===== config.mk =====
export PLATFORM = sky130hd
export DESIGN_NAME = cm3_matrix_wrr_arbiter_flat
export DESIGN_NICKNAME = d
export VERILOG_FILES = /design/src/rtl/cm3_matrix_wrr_arbiter_if.sv /design/src/rtl/cm3_matrix_wrr_arbiter.sv /design/src/flat_wrapper.sv
export SDC_FILE = /design/constraint.sdc
export NUM_CORES = 1
export LEC_CHECK = 0
export ABC_AREA = 1
export ABC_CLOCK_PERIOD_IN_PS = 2400
export CAP_MARGIN = 0
export CORE_MARGIN = 5
export CORE_UTILIZATION = 54
export DETAILED_ROUTE_END_ITERATION = 8
export PLACE_DENSITY = 0.77
export SYNTH_ARGS = -nofsm -noshare
export SYNTH_HDL_FRONTEND = slang
export SYNTH_SLANG_ARGS = --single-unit
export TNS_END_PERCENT = 30

===== constraint.sdc =====
create_clock -name HCLK -period 2.4 [get_ports HCLK]
set_input_delay 0.48 -clock HCLK [delete_from_list [all_inputs] [get_ports HCLK]]
set_output_delay 0.48 -clock HCLK [all_outputs]
set_load 0.02 [all_outputs]

===== src/rtl/cm3_matrix_wrr_arbiter_if.sv =====
// Signal bundle between the cm3 matrix output stage and its weighted round-robin arbiter.
// The master side drives the requests and the observed output transfer; the slave side returns the mux select.
interface cm3_matrix_wrr_arbiter_if;
   logic [3:0] req_port;
   logic       HREADYM;
   logic       HSELM;
   logic [1:0] HTRANSM;
   logic [2:0] HBURSTM;
   logic       HMASTLOCKM;
   logic [1:0] addr_in_port;
   logic       no_port;
   logic [3:0] starving;

   modport master (
      output req_port, HREADYM, HSELM, HTRANSM, HBURSTM, HMASTLOCKM,
      input  addr_in_port, no_port, starving
   );

   modport slave (
      input  req_port, HREADYM, HSELM, HTRANSM, HBURSTM, HMASTLOCKM,
      output addr_in_port, no_port, starving
   );
endinterface


===== src/rtl/cm3_matrix_wrr_arbiter.sv =====
// Weighted round-robin arbiter for one shared AHB slave port of the cm3 bus matrix.
// It honours burst boundaries and locks, and adds per-port starvation escalation.
module cm3_matrix_wrr_arbiter #(
   parameter int WEIGHT0      = 4,
   parameter int WEIGHT1      = 4,
   parameter int WEIGHT2      = 2,
   parameter int WEIGHT3      = 1,
   parameter int STARVE_LIMIT = 32
) (
   input logic HCLK,
   input logic HRESET,
   cm3_matrix_wrr_arbiter_if.slave bus
);

   localparam logic [1:0] TRANS_IDLE   = 2'b00;
   localparam logic [1:0] TRANS_BUSY   = 2'b01;
   localparam logic [1:0] TRANS_NONSEQ = 2'b10;
   localparam logic [1:0] TRANS_SEQ    = 2'b11;
   localparam logic [7:0] LIMIT        = 8'(STARVE_LIMIT);

   function automatic logic [3:0] weight_of(input logic [1:0] port);
      case (port)
         2'd0:    weight_of = 4'(WEIGHT0);
         2'd1:    weight_of = 4'(WEIGHT1);
         2'd2:    weight_of = 4'(WEIGHT2);
         default: weight_of = 4'(WEIGHT3);
      endcase
   endfunction

   logic [1:0] owner_q, owner_d;
   logic       none_q, none_d;
   logic [3:0] credit_q, credit_d, credit_left;
   logic [3:0] remain_q, remain_d;
   logic [7:0] wait_q [4];
   logic [7:0] wait_d [4];
   logic [3:0] starving_q, starving_d;
   logic       hold, nonseq_acc, fresh;
   logic [3:0] starve_hit;
   logic [1:0] starve_pick, rr_start, rr_pick, rr_idx;

   always_comb begin
      remain_d = remain_q;
      if (!bus.HSELM || bus.HTRANSM == TRANS_IDLE) begin
         remain_d = 4'd0;
      end else begin
         case (bus.HTRANSM)
            TRANS_NONSEQ: begin
               case (bus.HBURSTM)
                  3'b010, 3'b011: remain_d = 4'd3;
                  3'b100, 3'b101: remain_d = 4'd7;
                  3'b110, 3'b111: remain_d = 4'd15;
                  default:        remain_d = 4'd0;
               endcase
            end
            TRANS_SEQ:  remain_d = (remain_q != 4'd0) ? remain_q - 4'd1 : 4'd0;
            TRANS_BUSY: remain_d = remain_q;
            default:    remain_d = 4'd0;
         endcase
      end
   end

   assign hold       = (remain_d != 4'd0);
   assign nonseq_acc = bus.HSELM && (bus.HTRANSM == TRANS_NONSEQ);
   // The owner keeps the port only while credit remains after the transfer now being counted.
   assign credit_left = (nonseq_acc && credit_q != 4'd0) ? credit_q - 4'd1 : credit_q;
   assign starve_hit  = starving_q & bus.req_port;
   assign rr_start    = none_q ? 2'd0 : owner_q + 2'd1;

   always_comb begin
      starve_pick = 2'd0;
      rr_pick     = 2'd0;
      rr_idx      = 2'd0;
      for (int i = 3; i >= 0; i--) begin
         if (starve_hit[i]) starve_pick = 2'(i);
      end
      for (int k = 3; k >= 0; k--) begin
         rr_idx = rr_start + 2'(k);
         if (bus.req_port[rr_idx]) rr_pick = rr_idx;
      end
   end

   always_comb begin
      owner_d = owner_q;
      none_d  = none_q;
      fresh   = 1'b0;
      if (bus.HMASTLOCKM || hold) begin
         owner_d = owner_q;
      end else if (|starve_hit) begin
         owner_d = starve_pick;
         none_d  = 1'b0;
         fresh   = 1'b1;
      end else if (!none_q && bus.req_port[owner_q] && credit_left != 4'd0) begin
         owner_d = owner_q;
      end else if (|bus.req_port) begin
         owner_d = rr_pick;
         none_d  = 1'b0;
         fresh   = 1'b1;
      end else if (!(bus.HSELM && !none_q)) begin
         none_d  = 1'b1;
      end
   end

   always_comb begin
      credit_d = credit_q;
      if (fresh) begin
         credit_d = weight_of(owner_d);
      end else if (!none_q && nonseq_acc) begin
         credit_d = credit_left;
      end
   end

   always_comb begin
      for (int n = 0; n < 4; n++) begin
         wait_d[n] = wait_q[n];
         if (!bus.req_port[n] || (!none_d && owner_d == 2'(n))) begin
            wait_d[n] = 8'd0;
         end else if ((none_q || owner_q != 2'(n)) && wait_q[n] < LIMIT) begin
            wait_d[n] = wait_q[n] + 8'd1;
         end
         starving_d[n] = (wait_d[n] == LIMIT);
      end
   end

   always_ff @(posedge HCLK) begin
      if (HRESET) begin
         owner_q    <= 2'd0;
         none_q     <= 1'b1;
         credit_q   <= 4'd0;
         remain_q   <= 4'd0;
         starving_q <= 4'd0;
         for (int n = 0; n < 4; n++) wait_q[n] <= 8'd0;
      end else if (bus.HREADYM) begin
         owner_q    <= owner_d;
         none_q     <= none_d;
         credit_q   <= credit_d;
         remain_q   <= remain_d;
         starving_q <= starving_d;
         for (int n = 0; n < 4; n++) wait_q[n] <= wait_d[n];
      end
   end

   assign bus.addr_in_port = owner_q;
   assign bus.no_port      = none_q;
   assign bus.starving     = starving_q;

endmodule


===== src/flat_wrapper.sv =====
// flat-port wrapper written by rule: the top's interface ports become plain ports
module cm3_matrix_wrr_arbiter_flat 
#(
   parameter int WEIGHT0      = 4,
   parameter int WEIGHT1      = 4,
   parameter int WEIGHT2      = 2,
   parameter int WEIGHT3      = 1,
   parameter int STARVE_LIMIT = 32
)
  (HCLK, HRESET, bus_req_port, bus_HREADYM, bus_HSELM, bus_HTRANSM, bus_HBURSTM, bus_HMASTLOCKM, bus_addr_in_port, bus_no_port, bus_starving);
  cm3_matrix_wrr_arbiter_if bus_i ();
  input logic HCLK;
  input logic HRESET;
  input wire logic [$bits(bus_i.req_port)-1:0] bus_req_port;
  input wire logic [$bits(bus_i.HREADYM)-1:0] bus_HREADYM;
  input wire logic [$bits(bus_i.HSELM)-1:0] bus_HSELM;
  input wire logic [$bits(bus_i.HTRANSM)-1:0] bus_HTRANSM;
  input wire logic [$bits(bus_i.HBURSTM)-1:0] bus_HBURSTM;
  input wire logic [$bits(bus_i.HMASTLOCKM)-1:0] bus_HMASTLOCKM;
  output wire logic [$bits(bus_i.addr_in_port)-1:0] bus_addr_in_port;
  output wire logic [$bits(bus_i.no_port)-1:0] bus_no_port;
  output wire logic [$bits(bus_i.starving)-1:0] bus_starving;
  assign bus_i.req_port = bus_req_port;
  assign bus_i.HREADYM = bus_HREADYM;
  assign bus_i.HSELM = bus_HSELM;
  assign bus_i.HTRANSM = bus_HTRANSM;
  assign bus_i.HBURSTM = bus_HBURSTM;
  assign bus_i.HMASTLOCKM = bus_HMASTLOCKM;
  assign bus_addr_in_port = bus_i.addr_in_port;
  assign bus_no_port = bus_i.no_port;
  assign bus_starving = bus_i.starving;
  cm3_matrix_wrr_arbiter #(.WEIGHT0(WEIGHT0), .WEIGHT1(WEIGHT1), .WEIGHT2(WEIGHT2), .WEIGHT3(WEIGHT3), .STARVE_LIMIT(STARVE_LIMIT)) u_core (.HCLK(HCLK), .HRESET(HRESET), .bus(bus_i));
endmodule

# Word level (Yosys, flattened, before mapping)
# Memories as Yosys holds them, arrays and structs flattened.
# Cells that the tools add are included.
# totals
ff_bits	15
latchBits	0
ram_bits	32
romBits	0
inputBits	14
output_inout_bits	7
elab_cells	152
n_memories	1
# mem_list
memory	words	word_bits	rd	rd_clocked_by_memory_dff	wr	line_no	rtl
u_core.wait_q	4	8	4	0	4	cm3_matrix_wrr_arbiter.sv:34	logic [7:0] wait_q [4];
# op_classes
n_addsub	10
multipliers	0
div_mod_pow	0
n_lt_le_gt_ge	9
eq_ne	19
shift	0
muxes	57
n_bitwise	5
n_reduce_logical	46
# ops
cell	count
$mux W8	12
$add A8 B1 Y8 const B	4
$eq A8 B6 Y1 const B	4
$lt A8 B6 Y1 const B	4
$mux W2	13
$pmux W4 S3	2
$mux W4	5
$mux W1	19
$reduce_bool A4 Y1	4
$lt A2 B3 Y1 const B	5
$logic_and A1 B1 Y1	14
$eq A3 B3 Y1 const B	4
$bmux W1 S2	5
$logic_or A1 B1 Y1	10
$eq A2 B2 Y1 const B	4
$reduce_or A2 Y1	4
$reduce_or A4 Y1	2
$sub A4 B1 Y4 const B	2
$logic_not A1 Y1	7
$eq A3 B2 Y1 const B	2
$pmux W3 S2	1
$add A2 B1 Y2 const B	2
$add A2 B2 Y2 const B	2
$and A4 B4 Y4	1
7 further kinds	14

# Longest topological paths before layout
# Gate-level depths: netlist of the first run.
# logic_depth
depth_word	18
depth_mapped	23
mapped_depth_nobuf	23

# Least setup slack after synthesis of the first run
# No wires, ideal clock.
# synth_timing
path_kind	reg2reg
start	register u_core.owner_q[0], in the netlist u_core.bus.addr_in_port[0]
end	memory u_core.wait_q[2][7] (data pin)
setup_ns	0.266
arrival_ns	2.403
required_ns	2.134
setup_slack_ns	-0.269
path_stages_with_launch	19
n_path_buf	0
period_less_slack_ns	2.669
path_cell_list	dfxtp_1 inv_2 ha_1 nand2_1 inv_1 nand2_1 nand4_1 nand3_1 nand3_1 nand3_1 nor2_2 nor2_2 nor2_2 nor2_8 nand3_4 nand2_1 inv_1 nand2_1 nor2_1
# synth_lines
item	line_no	rtl
start, declared	cm3_matrix_wrr_arbiter.sv:30	logic [1:0] owner_q, owner_d;
start signal, assigned	cm3_matrix_wrr_arbiter.sv:133	owner_q <= owner_d;
end, declared	cm3_matrix_wrr_arbiter.sv:34	

# Worst setup path in the final report of the first run
# layout_timing
start	input port bus_req_port[3]
end	register u_core.starving_q[2], in the netlist u_core.bus.starving[2]
# layout_via
elab_chain_cells	15
elab_cells_between_ends	37
# layout_lines
item	line_no	rtl
start, declared	flat_wrapper.sv:14	input wire logic [$bits(bus_i.req_port)-1:0] bus_req_port;
$bmux W1 S2	cm3_matrix_wrr_arbiter.sv:78	if (bus.req_port[rr_idx]) rr_pick = rr_idx;
$mux W1 (not written as such)	cm3_matrix_wrr_arbiter.sv:78	
$mux W2 (4 in series)	cm3_matrix_wrr_arbiter.sv:78	
$mux W2	cm3_matrix_wrr_arbiter.sv:94	end else if (|bus.req_port) begin
$mux W2	cm3_matrix_wrr_arbiter.sv:92	end else if (!none_q && bus.req_port[owner_q] && credit_left != 4'd0) begin
$mux W2	cm3_matrix_wrr_arbiter.sv:88	end else if (|starve_hit) begin
$mux W2	cm3_matrix_wrr_arbiter.sv:86	if (bus.HMASTLOCKM || hold) begin
$eq A2 B2 Y1	cm3_matrix_wrr_arbiter.sv:115	if (!bus.req_port[n] || (!none_d && owner_d == 2'(n))) begin
$logic_and A1 B1 Y1 *	cm3_matrix_wrr_arbiter.sv:115	
$logic_or A1 B1 Y1 *	cm3_matrix_wrr_arbiter.sv:115	
$mux W8 *	cm3_matrix_wrr_arbiter.sv:115	
$eq A8 B6 Y1 *	cm3_matrix_wrr_arbiter.sv:120	starving_d[n] = (wait_d[n] == LIMIT);
end signal, assigned	cm3_matrix_wrr_arbiter.sv:137	starving_q <= starving_d;
end, declared	cm3_matrix_wrr_arbiter.sv:36	logic [3:0] starving_q, starving_d;
# Mark *: on every way between the ends. The rest lies on a longest branch, timed or not. The select of a mux whose other input is x is not followed.
# A chain may end at the register's enable or synchronous reset.

==> results.md, run 1 <==
- Outcome: complete, but fails checks
- Failing checks: negative setup slack
- Inserted Clock Buffers: 5
- Post-Syn Instances: 442
- Post-layout util: 0.749
- Most common cell after layout, fill and taps aside: nand2_1
- Initial DRC count: 234
- Global-route congestion overflow total: 0
- Launching element type of the critical path: input port
- Crit path time final: 2.48 ns
- Clock slew at reported path FFs: 0.09 ns
- CP max FO: 5
- Most frequent cells in the layout: nand2_1 (89), inv_1 (54), buf_4 (54)
- Slew Limit Fails: 0
- Main synth FF type: edfxtp_1
- Clock skew: 0.0143 ns
- Top-area cell type share of the netlist area: 0.289
- Final total power: 2.37 mW
- Pin count of the biggest net entering global routing: 29
- Max-cap violation count: 0
- Max Clk Rate: 403 MHz
- Final Hold Viols: 0
- Nets: 548
- Area growth syn-to-layout: 34.5%
- Placed Area: 0.00396 mm²
- DRC viols: 0
- Clock sinks: 47
- Seq cells post-synth: 47
- Pre-CTS setup slack: -0.529 ns
- Clock root cell: clkbuf_8
- Sequential fraction of the synthesis area: 0.380
- Maximum clock insertion buffer count: 2
- Unrepaired setup endpoints after global routing: yes
- # rows: 28
- Die footprint: 0.00782 mm²
- H-tree depth: 2
- Avg WL per Cell: 15.3 µm
- Fillcell total: 428
- Crit end category: register
- Setup TNS Final: -0.539 ns
- Fraction of the cycle the final worst path needs: 1.03
- I/O pin cnt: 21
- Cell variety after synth: 41
- Clk_lat worst skew: between 0.3 and 0.4 ns
- Slew Limit Headroom: 0.693
- Static leakage: 1.99 nW
- Top post-synthesis cells by area: edfxtp_1 (29%), nand2_1 (12%), dfxtp_1 (9.0%)
- Synthesized area per cell: 7.51 µm²
- Vias: 3300
- RePlAce Congestion: 0.958
- Asr flop ratio synth: 0
- Fraction of layout instances using a drive strength above 1: 0.309
- Worst path required time: 2.65 ns
- Synthesis Warnings: 0
- Post-Layout Inst Area: 0.00446 mm²
- Routing usage on met3: 0.0382
- Worst setup path category: input port to register
- Aggregate routed wire length: 9160 µm
- Die width: 88.4 µm
- Number of synthesized flops with an enable pin: 32
- Met2 Resource Use GR: 0.431
- Hold-fix buffers, CTS: 0
- GRT busiest layer: met2
- PortBufs: 19
- First drt pass iteration count: 5
- Die Height: 88.4 µm
- Core area: around 0.0060 mm²
- Starting Density: 0.557
- Maximum VDD drop: around 0.54 mV
- GRT Total Usage: 0.238
- Min-Delay Path Class: register to register
- Net count of the mapped netlist: 466
- CTS tree: done
- Slack of the critical path: -0.0790 ns
- Mapped Area: roughly 0.0033 mm²
- DR vias/cell: 5.50
- First-pass GRT wire length: 14500 µm
- Area leader, netlist: edfxtp_1
- Diode count: 0
- Worst-Margin Slew: 0.459 ns
- Critical Path AT: 2.73 ns
- Post-DP HPWL: approximately 6000 µm
- Initial antenna violation count: 0
- Routed Antenna Nets: 0
- Vias in the first global route: 3245
- Power density cells: 530 mW/mm²
- GR Util met1: 0.285
- Setup violators final: 16
## repair_timing
item / CTS / global route
resized for setup: 28 / 48
endpoints found under the setup margin: 36 / 41
buffers inserted: 16 / 1
pin swaps: 24 / 34
## area by class of cell
type | instances | area, µm² | share of cell area
clock buffer | 6 | 72.6 | 0.0163
clock inverter | 2 | 60.1 | 0.0135
inverter | 70 | 275 | 0.0617
multi-input combinational | 319 | 2000 | 0.449
sequential | 47 | 1270 | 0.285
tap | 75 | 93.8 | 0.0210
timing repair buffer | 81 | 687 | 0.154
## per-stage QoR
stage | instances | hold slack [ns]
finish | 600 | 0.505
CTS | 600 | 0.494
global placement | 576 | 0.477
detailed placement | 576 | 0.477
floorplan | 442 | 0.489
global route | 600 | 0.515
## cells by family after synthesis
family          synth area share
fa+ha+maj                 0.0377
simple gates               0.345
mux                      0.00641
buf+inv                   0.0882
flops                      0.380
compound gates             0.101
xor+xnor                  0.0422
## worst max-delay path, cell delays in order
cell             delay, ns
clkdlybuf4s50_1       0.50
buf_4                 0.17
o21ai_1               0.08
a21oi_1               0.27
nand2_4               0.10
nand2_4               0.11
nor2_4                0.05
nor2_4                0.16
nor2_4                0.07
nor2_8                0.17
nand3_4               0.11
buf_12                0.15
nand3_4               0.05
nand2_1               0.06
nor2_1                0.10
nand2_1               0.06
nand2_1               0.06
## path summary, 6_finish.rpt
| kind | start | end | slack (ns) | cells past startpoint |
|---|---|---|---|---|
| setup / recovery | bus_req_port[3] | u_core.bus.starving[2] | -0.08 | 17 |
| hold / removal | u_core.bus.starving[2] | u_core.bus.starving[2] | 0.50 | 2 |
| setup reg to reg | u_core.bus.no_port | u_core.bus.starving[0] | -0.07 | 17 |
| hold reg to reg | u_core.bus.starving[2] | u_core.bus.starving[2] | 0.50 | 2 |
## cell usage after synthesis, drive strengths merged, types with 2 or more instances
| cell type | count |
|---|---|
| xor2 | 11 |
| o22ai | 3 |
| ha | 10 |
| a21oi | 18 |
| o211ai | 2 |
| dfxtp | 15 |
| nand4 | 8 |
| nor2 | 54 |
| o21ai | 22 |
| edfxtp | 32 |
| buf | 2 |
| nand3b | 2 |
| inv | 68 |
| nand3 | 50 |
| nor4 | 2 |
| o31ai | 3 |
| and3 | 2 |
| nand2 | 115 |
| xnor2 | 5 |
| clkinv | 2 |
| nor3 | 7 |
| clkbuf | 4 |
## state kept, by name, indices dropped and copies added, names as in the netlist
| register | cells |
|---|---|
| u_core.bus.addr_in_port | 2 |
| u_core.bus.no_port | 1 |
| u_core.bus.starving | 4 |
| u_core.credit_q | 4 |
| u_core.remain_q | 4 |
| u_core.wait_q | 32 |
## layer usage
layer  wire length, µm  vias to the layer above
met5                 0                        -
li1                  -                     1615
met1              3710                     1516
met3               516                       34
met2              4630                      135
met4               301                        0
## power by group
group	internal (mW)	switching (mW)	total, mW
logic	0.307	0.425	0.731
registers	0.908	0.0356	0.944
clock network	0.417	0.275	0.691
(Power assumes the default switching activity.)
==> run 2: changes to the inputs <==
--- a/config.mk
+++ b/config.mk
@@ -10,3 +10,2 @@
 export CAP_MARGIN = 0
-export CORE_MARGIN = 5
 export CORE_UTILIZATION = 54
--- a/constraint.sdc
+++ b/constraint.sdc
@@ -3,2 +3,2 @@
 set_output_delay 0.48 -clock HCLK [all_outputs]
-set_load 0.02 [all_outputs]
+set_load 0.1 [all_outputs]
==> run 2 against run 1 <==
- the flow still finishes with violations (negative setup slack)
- worst hold slack got worse by 0.011 ns
- fmax grew 1.3%
- critical path depth grew 1
- non-clock buffer count down 1
- first-iteration DRC count is 29% lower
- sequential share of layout area is 0.81 points higher
- clock skew shrank 0.0054 ns
- critical path type is now register to register
- critical endpoint is now u_core.bus.starving[3]
- largest power group unchanged
==> results.md, run 2 (same netlist as run 1, synthesis figures left out) <==
- Outcome: complete, but fails checks
- Failing checks: negative setup slack
- Diode count: 0 (unchanged)
- I/O pin cnt: 21 (unchanged)
- Starting Density: 0.561 (+0.00330)
- H-tree depth: 2 (unchanged)
- Slack of the critical path: -0.0463 ns (+0.0327 ns)
- Die footprint: 0.00646 mm² (-17%)
- Clk_lat worst skew: 0.31 ns (about the same)
- Min-Delay Path Class: register to register
- DR vias/cell: 5.40 (-1.8%)
- Clock sinks: 47 (unchanged)
- Worst-Margin Slew: 0.470 ns (+0.0113 ns)
- GRT Total Usage: 0.265 (+0.0269)
- Crit end category: register
- Pin count of the biggest net entering global routing: 40 (+38%)
- Critical Path AT: 2.70 ns (-0.03 ns)
- Most common cell after layout, fill and taps aside: nand2_1
- Core area: 0.00592 mm² (-0.59%)
- Avg WL per Cell: 13.8 µm (-9.9%)
- Most frequent cells in the layout: nand2_1 (97), buf_4 (63), inv_1 (53)
- Max reg flops: 32 (unchanged)
- PortBufs: 19 (unchanged)
- Fraction of the cycle the final worst path needs: 1.02 (-0.0136)
- Max Clk Rate: 409 MHz (+1.3%)
- RePlAce Congestion: 0.948 (-0.97%)
- Pre-CTS setup slack: -0.550 ns (-0.0217 ns)
- Aggregate routed wire length: 8240 µm (-10%)
- DRC viols: 0 (unchanged)
- Fillcell total: 428 (unchanged)
- Die Height: 80.4 µm (-9.0%)
- Worst path required time: 2.65 ns (about the same)
- Setup TNS Final: -0.0665 ns (+0.472 ns)
- Unrepaired setup endpoints after global routing: yes
- Maximum VDD drop: 0.324 mV (-40%)
- Initial antenna violation count: 0 (unchanged)
- First drt pass iteration count: 4 (-1)
- Power density cells: 498 mW/mm² (-6.1%)
- Nets: 547 (-0.18%)
- Max-cap violation count: 0 (unchanged)
- Slew Limit Fails: 0 (unchanged)
- # rows: 28 (unchanged)
- Static leakage: 1.98 nW (-0.20%)
- Global-route congestion overflow total: 0 (unchanged)
- First-pass GRT wire length: 13200 µm (-9.1%)
- FF+latch area: 0.00128 mm² (+0.39%)
- Clock root cell: clkbuf_8
- Vias: 3234 (-2.0%)
- Clock skew: 0.00884 ns (-0.00543 ns)
- Maximum clock insertion buffer count: 2 (unchanged)
- Initial DRC count: 165 (-29%)
- Inserted Clock Buffers: 5 (unchanged)
- Vias in the first global route: 3044 (-6.2%)
- Launching element type of the critical path: register
- Routed Antenna Nets: 0 (unchanged)
- Reg with most FFs: u_core.wait_q
- CP max FO: 7 (+2)
- Reg-to-reg slack, setup: -0.05 ns (+0.02 ns)
- Fraction of layout instances using a drive strength above 1: 0.303 (-0.00514)
- Slew Limit Headroom: 0.685 (-0.00755)
- Post-DP HPWL: 5890 µm (-2.2%)
- Final Hold Viols: 0 (unchanged)
- Crit path time final: 2.45 ns (-0.0327 ns)
- Setup violators final: 3 (-13)
- Worst setup path category: register to register
- Area of the multi-input gates: 0.00196 mm² (-2.2%)
- Clock slew at reported path FFs: 0.09 ns (about the same)
- Area growth syn-to-layout: 31.2%
- WHS: 0.494 ns (-0.0112 ns)
- Die width: 80.4 µm (-9.0%)
- Hold-fix buffers, CTS: 0 (unchanged)
- CTS tree: done
==> run 2: path summary, 6_finish.rpt <==
kind / start / cells after the start / to
worst max-delay path: u_core.bus.addr_in_port[0] / 18 / u_core.bus.starving[3]
worst min-delay path: u_core.bus.starving[0] / 2 / u_core.bus.starving[0]
worst max register to register: u_core.bus.addr_in_port[0] / 18 / u_core.bus.starving[3]
worst min register to register: u_core.bus.starving[0] / 2 / u_core.bus.starving[0]
==> run 2: cell type report <==
class | count | share of cell area
inverters | 70 | 0.0632
flip-flops and latches | 47 | 0.293
repair buffers | 80 | 0.151
well taps | 75 | 0.0215
clock buffers | 7 | 0.0198
clock inverters | 1 | 0.00201
multi-input cells | 319 | 0.449
==> run 2: what timing repair did <==
action                     CTS  global route
resized for setup           18            35
setup buffers                7             4
pin swaps                   15            27
setup endpoints to repair   37            40
==> run 2: report_power, final <==
part           total, mW  internal, mW  switching [mW]
Clock              0.521         0.237           0.284
Sequential         0.944         0.908          0.0359
Combinational      0.705         0.285           0.420
==> run 2: per-layer routing <==
metal  global-route usage  share of wire  vias to the layer above
met5                    0              0                        -
met4                0.123          0.022                        0
met3               0.0432          0.040                       20
met2                0.446           0.50                       81
met1                0.329           0.44                     1522
li1                     -              -                     1611
==> run 2: critical path: stages, from the launching register on <==
cell	delay, ns
dfxtp_4	0.39
inv_6	0.05
ha_4	0.27
nand2_4	0.07
o21ai_2	0.17
nand2_1	0.09
nand3_2	0.09
nand2_1	0.05
nand2_1	0.07
nand3_2	0.10
nor2_4	0.15
nor2_4	0.06
o21ai_4	0.24
nand3_4	0.17
nand3b_1	0.15
nand2_1	0.06
nor2_1	0.08
nand2_1	0.07
nand2_1	0.05
==> run 2: through the flow <==
stage	util	cell area (µm²)	power, mW	cells
2_1_floorplan	-	3380	1.36	442
3_3_place_gp	0.677	4010	1.55	580
3_5_place_dp	0.677	4010	1.57	580
4_1_cts	0.709	4200	2.11	595
5_1_grt	0.736	4360	2.26	599
6_report	0.736	4360	2.17	599
==> RTL change 1: new RTL, flow settings as in run 2 <==
`STARVE_LIMIT` is set to 32 in 2 places; all go to 16.
--- a/src/rtl/cm3_matrix_wrr_arbiter.sv
+++ b/src/rtl/cm3_matrix_wrr_arbiter.sv
@@ -5,7 +5,7 @@
    parameter int WEIGHT1      = 4,
    parameter int WEIGHT2      = 2,
    parameter int WEIGHT3      = 1,
-   parameter int STARVE_LIMIT = 32
+   parameter int STARVE_LIMIT = 16
 ) (
    input logic HCLK,
    input logic HRESET,
--- a/src/flat_wrapper.sv
+++ b/src/flat_wrapper.sv
@@ -5,7 +5,7 @@
    parameter int WEIGHT1      = 4,
    parameter int WEIGHT2      = 2,
    parameter int WEIGHT3      = 1,
-   parameter int STARVE_LIMIT = 32
+   parameter int STARVE_LIMIT = 16
 )
   (HCLK, HRESET, bus_req_port, bus_HREADYM, bus_HSELM, bus_HTRANSM, bus_HBURSTM, bus_HMASTLOCKM, bus_addr_in_port, bus_no_port, bus_starving);
   cm3_matrix_wrr_arbiter_if bus_i ();
Formal check against the unedited RTL: same outputs for any inputs over 4 cycles, from zero or initial values and one cycle with HRESET high; that may be too few to reach the edited logic, so the function may still have changed.
==> RTL change 1 against run 2 <==
The run still ends with setup timing left; sequential cell count did not move; count of clock-buffer cells in the layout fell by 1; design area fell by 6.4%; utilization barely moved; routed wire length fell by 11%; power fell by 6.3%; setup slack improved by 0.031 ns; area after synthesis fell by 6.2%.
==> RTL change 1: results (changes against run 2) <==
----------------------------------------------------
[Synthesis]
  Post-synthesis net count ... 436 (-6.4%)
  Top cell types by occurrence after synthesis ... nand2_1 (100), nor2_1 (54), inv_1 (53)
  Area contributors post-synth ... edfxtp_1 (31%), nand2_1 (12%), dfxtp_1 (9.6%)
  Post-synthesis cell type count ... 37 (-9.8%)
  Sequential-to-total area share from yosys stat ... 40.5% (+2.5 points)

[Worst setup path]
  Terminus of the critical flop-to-flop path ... u_core.bus.starving[1]
  CP max-delay cell ... dfxtp_2
  Worst r2r path cells ... 21 (+3)
  Peak per-stage delay on the critical path ... 0.33 ns (-0.06 ns)
  Critical R2R Launch ... u_core.credit_q[0]

[GRT]
  Overall Global Routing Usage ... 24.9% (-1.6 points)
  Global-route wire length before repair ... 11900 um (-10%)
  Vias in the first global route ... 2708 (-11%)

[Power]
  Internal Pwr Total ... 1.36 mW (-4.7%)
  Leakage power total ... 1.84 nW (-7.1%)
  Worst IR drop on VDD ... 0.317 mV (-2.3%)

[Hold path]
  End of the worst hold path ... u_core.bus.starving[2]
  Worst Hold Launch ... u_core.bus.starving[2]

[Run status]
  Violated checks ... setup timing
  Run status ... finished, violations left

[Placed design]
  Half-perimeter wire length after placement ... 5200 um (-12%)
  Final RePlAce weighted congestion ... 0.919 (-3.1%)

[STA]
  Setup total negative slack ... -0.0166 ns (+0.0499 ns)
  Slew Limit Headroom ... 81.1% (+13 points)
  Number of endpoints failing setup at the final stage ... 2 (-1)
  Worst Slack Setup Final ... -0.0151 ns (+0.0313 ns)
  Clock tree skew after final layout ... 0.0113 ns (+0.00249 ns)

[Cells and area]
  Total Nets Final ... 510 (-6.8%)
  Fraction of layout cells with a size suffix above 1 ... 30.8% (+0.46 points)
  Number of flip-flops under the largest register name ... 32 (unchanged)

[Detailed routing]
  Routed wire length ... 7330 um (-11%)
  First DRT Iteration DRCs ... 171 (+3.6%)
  Via total after detailed routing ... 2941 (-9.1%)

[Clock network]
  Count of H-tree levels built during CTS ... 2 (unchanged)

----------------------------------------------------
[RTL change 1: changes by cell type in the layout (fill, tap and decap cells not counted), sizes merged, moves of 6 or more]
cell / change
inv: -6
o21ai: -12
nor2: +9
nand3: -10
buf: -10
[RTL change 1: cells by family (layout without fill, tap and decap cells)]
family	after synthesis	after routing	synth area share, %
flops	47	47	40.5
buf+inv	66	141	8.04
fa+ha+maj	10	10	4.02
xor+xnor	13	13	3.66
simple gates	233	233	34.6
compound gates	41	41	8.52
mux	2	2	0.723
[RTL change 1: worst register-to-register path, delay by kind of cell, from the launching register on]
kind / cells / cell delay, ns
AOI/OAI and AO/OA: 1 / 0.23
buffers and inverters: 3 / 0.26
DFF: 1 / 0.33
and+or+nand+nor: 16 / 1.45
adders and majority gates: 1 / 0.13
[RTL change 1: worst max-delay path by stage]
stage / startpoint / slack (ns) / cells after the start / endpoint
4_1_cts: u_core.credit_q[0] / 0.002 / 22 / u_core.bus.starving[1]
6_report: u_core.credit_q[0] / -0.02 / 21 / u_core.bus.starving[1]
2_1_floorplan: u_core.bus.addr_in_port[0] / 0.005 / 18 / u_core.wait_q[2][1]
3_5_place_dp: bus_HTRANSM[1] / -0.48 / 19 / u_core.wait_q[2][2]
3_3_place_gp: bus_HTRANSM[0] / -0.41 / 18 / u_core.wait_q[0][0]
5_1_grt: u_core.credit_q[0] / -0.17 / 23 / u_core.wait_q[2][2]
[RTL change 1: routing by layer]
layer	GRT usage [%]	vias to the layer above	wire (um)
met1	32.5	1383	3310
met4	11.3	0	152
li1	-	1489	-
met3	3.53	13	251
met5	0	-	0
met2	40.8	56	3610
[RTL change 1: per-stage QoR]
step	instances	area, um^2	total power [mW]	hold WS, ns
after floorplan	412	3160	1.30	0.493
after global placement	539	3720	1.47	0.473
after detailed placement	539	3720	1.49	0.475
after CTS	551	3890	1.97	0.487
after global routing	559	4080	2.12	0.513
final	559	4080	2.03	0.487
[RTL change 1: power groups by stage]
stage               Clock (mW)  Sequential, mW  Combinational [mW]
finish                   0.483           0.944               0.605
global route             0.508           0.950               0.663
floorplan                    0           0.984               0.313
global placement             0           0.957               0.515
CTS                      0.491           0.942               0.542
detailed placement           0           0.959               0.526
[RTL change 1: layout make-up]
cell class	count	area, um^2
well taps	72	90.1
inverters	63	249
repair buffers	70	594
fillers	418	1460
clock buffers	6	72.6
clock inverters	2	13.8
flip-flops and latches	47	1270
multi-input cells	299	1790
[RTL change 1: what timing repair did]
action,4_1_cts,5_1_grt
endpoints found under the hold margin,0,0
gates resized for setup,16,40
endpoints found under the setup margin,36,40
setup buffers,4,8
pin swaps,3,20
==> RTL change 2: new RTL, settings of run 2 <==
Without the edit above. Make the reset (`HRESET`) asynchronous in one clocked block.
--- a/src/rtl/cm3_matrix_wrr_arbiter.sv
+++ b/src/rtl/cm3_matrix_wrr_arbiter.sv
@@ -121,7 +121,7 @@
       end
    end
 
-   always_ff @(posedge HCLK) begin
+   always_ff @(posedge HCLK or posedge HRESET) begin
       if (HRESET) begin
          owner_q    <= 2'd0;
          none_q     <= 1'b1;
Check against the original RTL: differs if HRESET is asserted again (counterexample within 4 cycles, from zero or initial values and one cycle with HRESET high); with HRESET held inactive, the same outputs for 4 cycles.
==> RTL change 2 against run 2 <==
Routed wire length grew 12%; first-iteration DRC count grew 53%; design area grew 5.9%; area after synthesis grew 1.9%; setup slack lost 0.18 ns; global-route usage shrank 0.12 points; largest cell class unchanged; the flow still finishes with violations (setup timing); sequential cell count is the same.
Power is not compared: it rests on default switching activity, and its combinational part moved more than twofold at a synthesized area within 25%.
==> RTL change 2: results (changes against run 2) <==
----------------------------------------------------
[Worst setup path]
  CP max-delay cell ... dfrtp_4
  Maximum fanout count along the critical path ... 5 (-2)
  Critical R2R Launch ... u_core.bus.addr_in_port[0]
  Critical Path Start ... u_core.bus.addr_in_port[0]
  Data arrival at the endpoint of the critical path ... 2.89 ns (+0.19 ns)
  Worst r2r path cells ... 19 (+1)
  Peak per-stage delay on the critical path ... 0.51 ns (+0.12 ns)

[Synthesis]
  Area contributors post-synth ... dfrtp_1 (34%), nand2_1 (13%), nand3_1 (7.0%)
  Post-synthesis cell type count ... 42 (+2.4%)
  Top cell types by occurrence after synthesis ... nand2_1 (117), inv_1 (58), nand3_1 (47)
  Synthesis Warnings ... 0 (unchanged)
  Sequential-to-total area share from yosys stat ... 34.8% (-3.2 points)
  Share of synthesized flip-flops with an asynchronous set or reset ... 100% (+100 points)
  Post-synthesis net count ... 497 (+6.7%)

[GRT]
  Overall Global Routing Usage ... 26.4% (-0.12 points)
  Pin count of the biggest net entering global routing ... 39 (-2.5%)
  Global-route wire length before repair ... 13400 um (+1.3%)
  Vias in the first global route ... 3174 (+4.3%)

[Placed design]
  Dpl ws ... -0.500 ns (+0.0507 ns)
  Final RePlAce weighted congestion ... 0.877 (-7.6%)
  Half-perimeter wire length after placement ... 5820 um (-1.3%)
  Area post-placement ... 0.00396 mm^2 (-1.2%)

[Cells and area]
  Fraction of layout cells with a size suffix above 1 ... 36.4% (+6.0 points)
  Number of filler cells placed in the layout ... 422 (-1.4%)

[STA]
  Worst Slack Setup Final ... -0.230 ns (-0.184 ns)
  Slew Limit Headroom ... 72.4% (+3.9 points)
  Number of endpoints failing setup at the final stage ... 34 (+31)
  Clock tree skew after final layout ... 0.00985 ns (+0.00101 ns)

[Detailed routing]
  Detailed-route vias per instance ... 5.46 (+1.1%)
  First DRT Iteration DRCs ... 253 (+53%)
  Routed wirelength normalized by instance count ... 14.6 um (+6.4%)

[Run status]
  Run status ... finished, violations left
  Violated checks ... setup timing

[Clock network]
  Clock tree root driver cell ... clkbuf_8
  Skew-Pair Late Insertion Delay ... 0.32 ns

[Hold path]
  Type of the tightest min-delay check ... in -> async

----------------------------------------------------
## RTL change 2: cell count changes in the layout (fill, tap and decap cells not counted), sizes merged, moves of 4 or more
cell / delta
buf: +5
xor2: +5
dfxtp: -15
nor2: -9
dfrtp: +46
clkdlybuf4s50: +4
o21ai: +18
xnor2: -4
a21oi: -4
edfxtp: -32
nor3: -5
inv: +4
nand2: +18
## RTL change 2: timing repair
item,CTS,global route
resized for setup,44,58
pin swaps,26,38
setup buffers,12,14
endpoints found under the setup margin,37,40
gates cloned,0,1
## RTL change 2: layout make-up
class,count,area share [%]
Clock inverter,3,1.00
Inverter,75,6.64
Timing Repair Buffer,85,15.0
Sequential cell,47,25.8
Multi-Input combinational cell,343,48.1
Clock buffer,5,1.49
Tap cell,75,2.03
## RTL change 2: logic make-up after synthesis
logic type               count (synthesis)  synth area share [%]
AO/OA/AOI/OAI                           70                  13.2
XOR/XNOR                                17                  4.40
adder cells (fa/ha/maj)                 10                  3.70
buffers and inverters                   84                  9.47
flip-flops                              47                  34.8
multiplexers                             2                 0.666
AND/OR/NAND/NOR                        243                  33.8
## RTL change 2: through the flow
step,TNS (ns),total power [mW],instances
after floorplan,-0.561,2.55,473
after global placement,-12.99,3.04,598
after detailed placement,-16.20,3.11,598
after CTS,-0.00632,4.01,618
after global routing,-7.66,4.84,633
final,-3.05,4.55,633
## RTL change 2: power by group
| part | switching [mW] | total [mW] | leakage (nW) | internal, mW |
|---|---|---|---|---|
| logic | 1.71 | 2.88 | 1.57 | 1.17 |
| registers | 0.136 | 1.06 | 0.633 | 0.920 |
| clock network | 0.298 | 0.612 | 0.0548 | 0.314 |
| total | 2.15 | 4.55 | 2.26 | 2.41 |
## RTL change 2: per-layer routing
metal	up-vias	share of wire, %	global-route usage [%]
met1	1658	43	31.2
met5	-	0	0
met4	0	2.8	8.21
met2	89	51	48.7
met3	27	2.9	3.82
li1	1680	-	-
## RTL change 2: worst paths after layout
check,to,slack [ns]
setup / recovery,u_core.bus.starving[0],-0.23
hold / removal,u_core.wait_q[22],0.46
setup reg to reg,u_core.bus.starving[0],-0.23
hold reg to reg,u_core.wait_q[7],0.50
max in group asynchronous,u_core.bus.no_port,1.41
min in group HCLK,u_core.wait_q[7],0.50
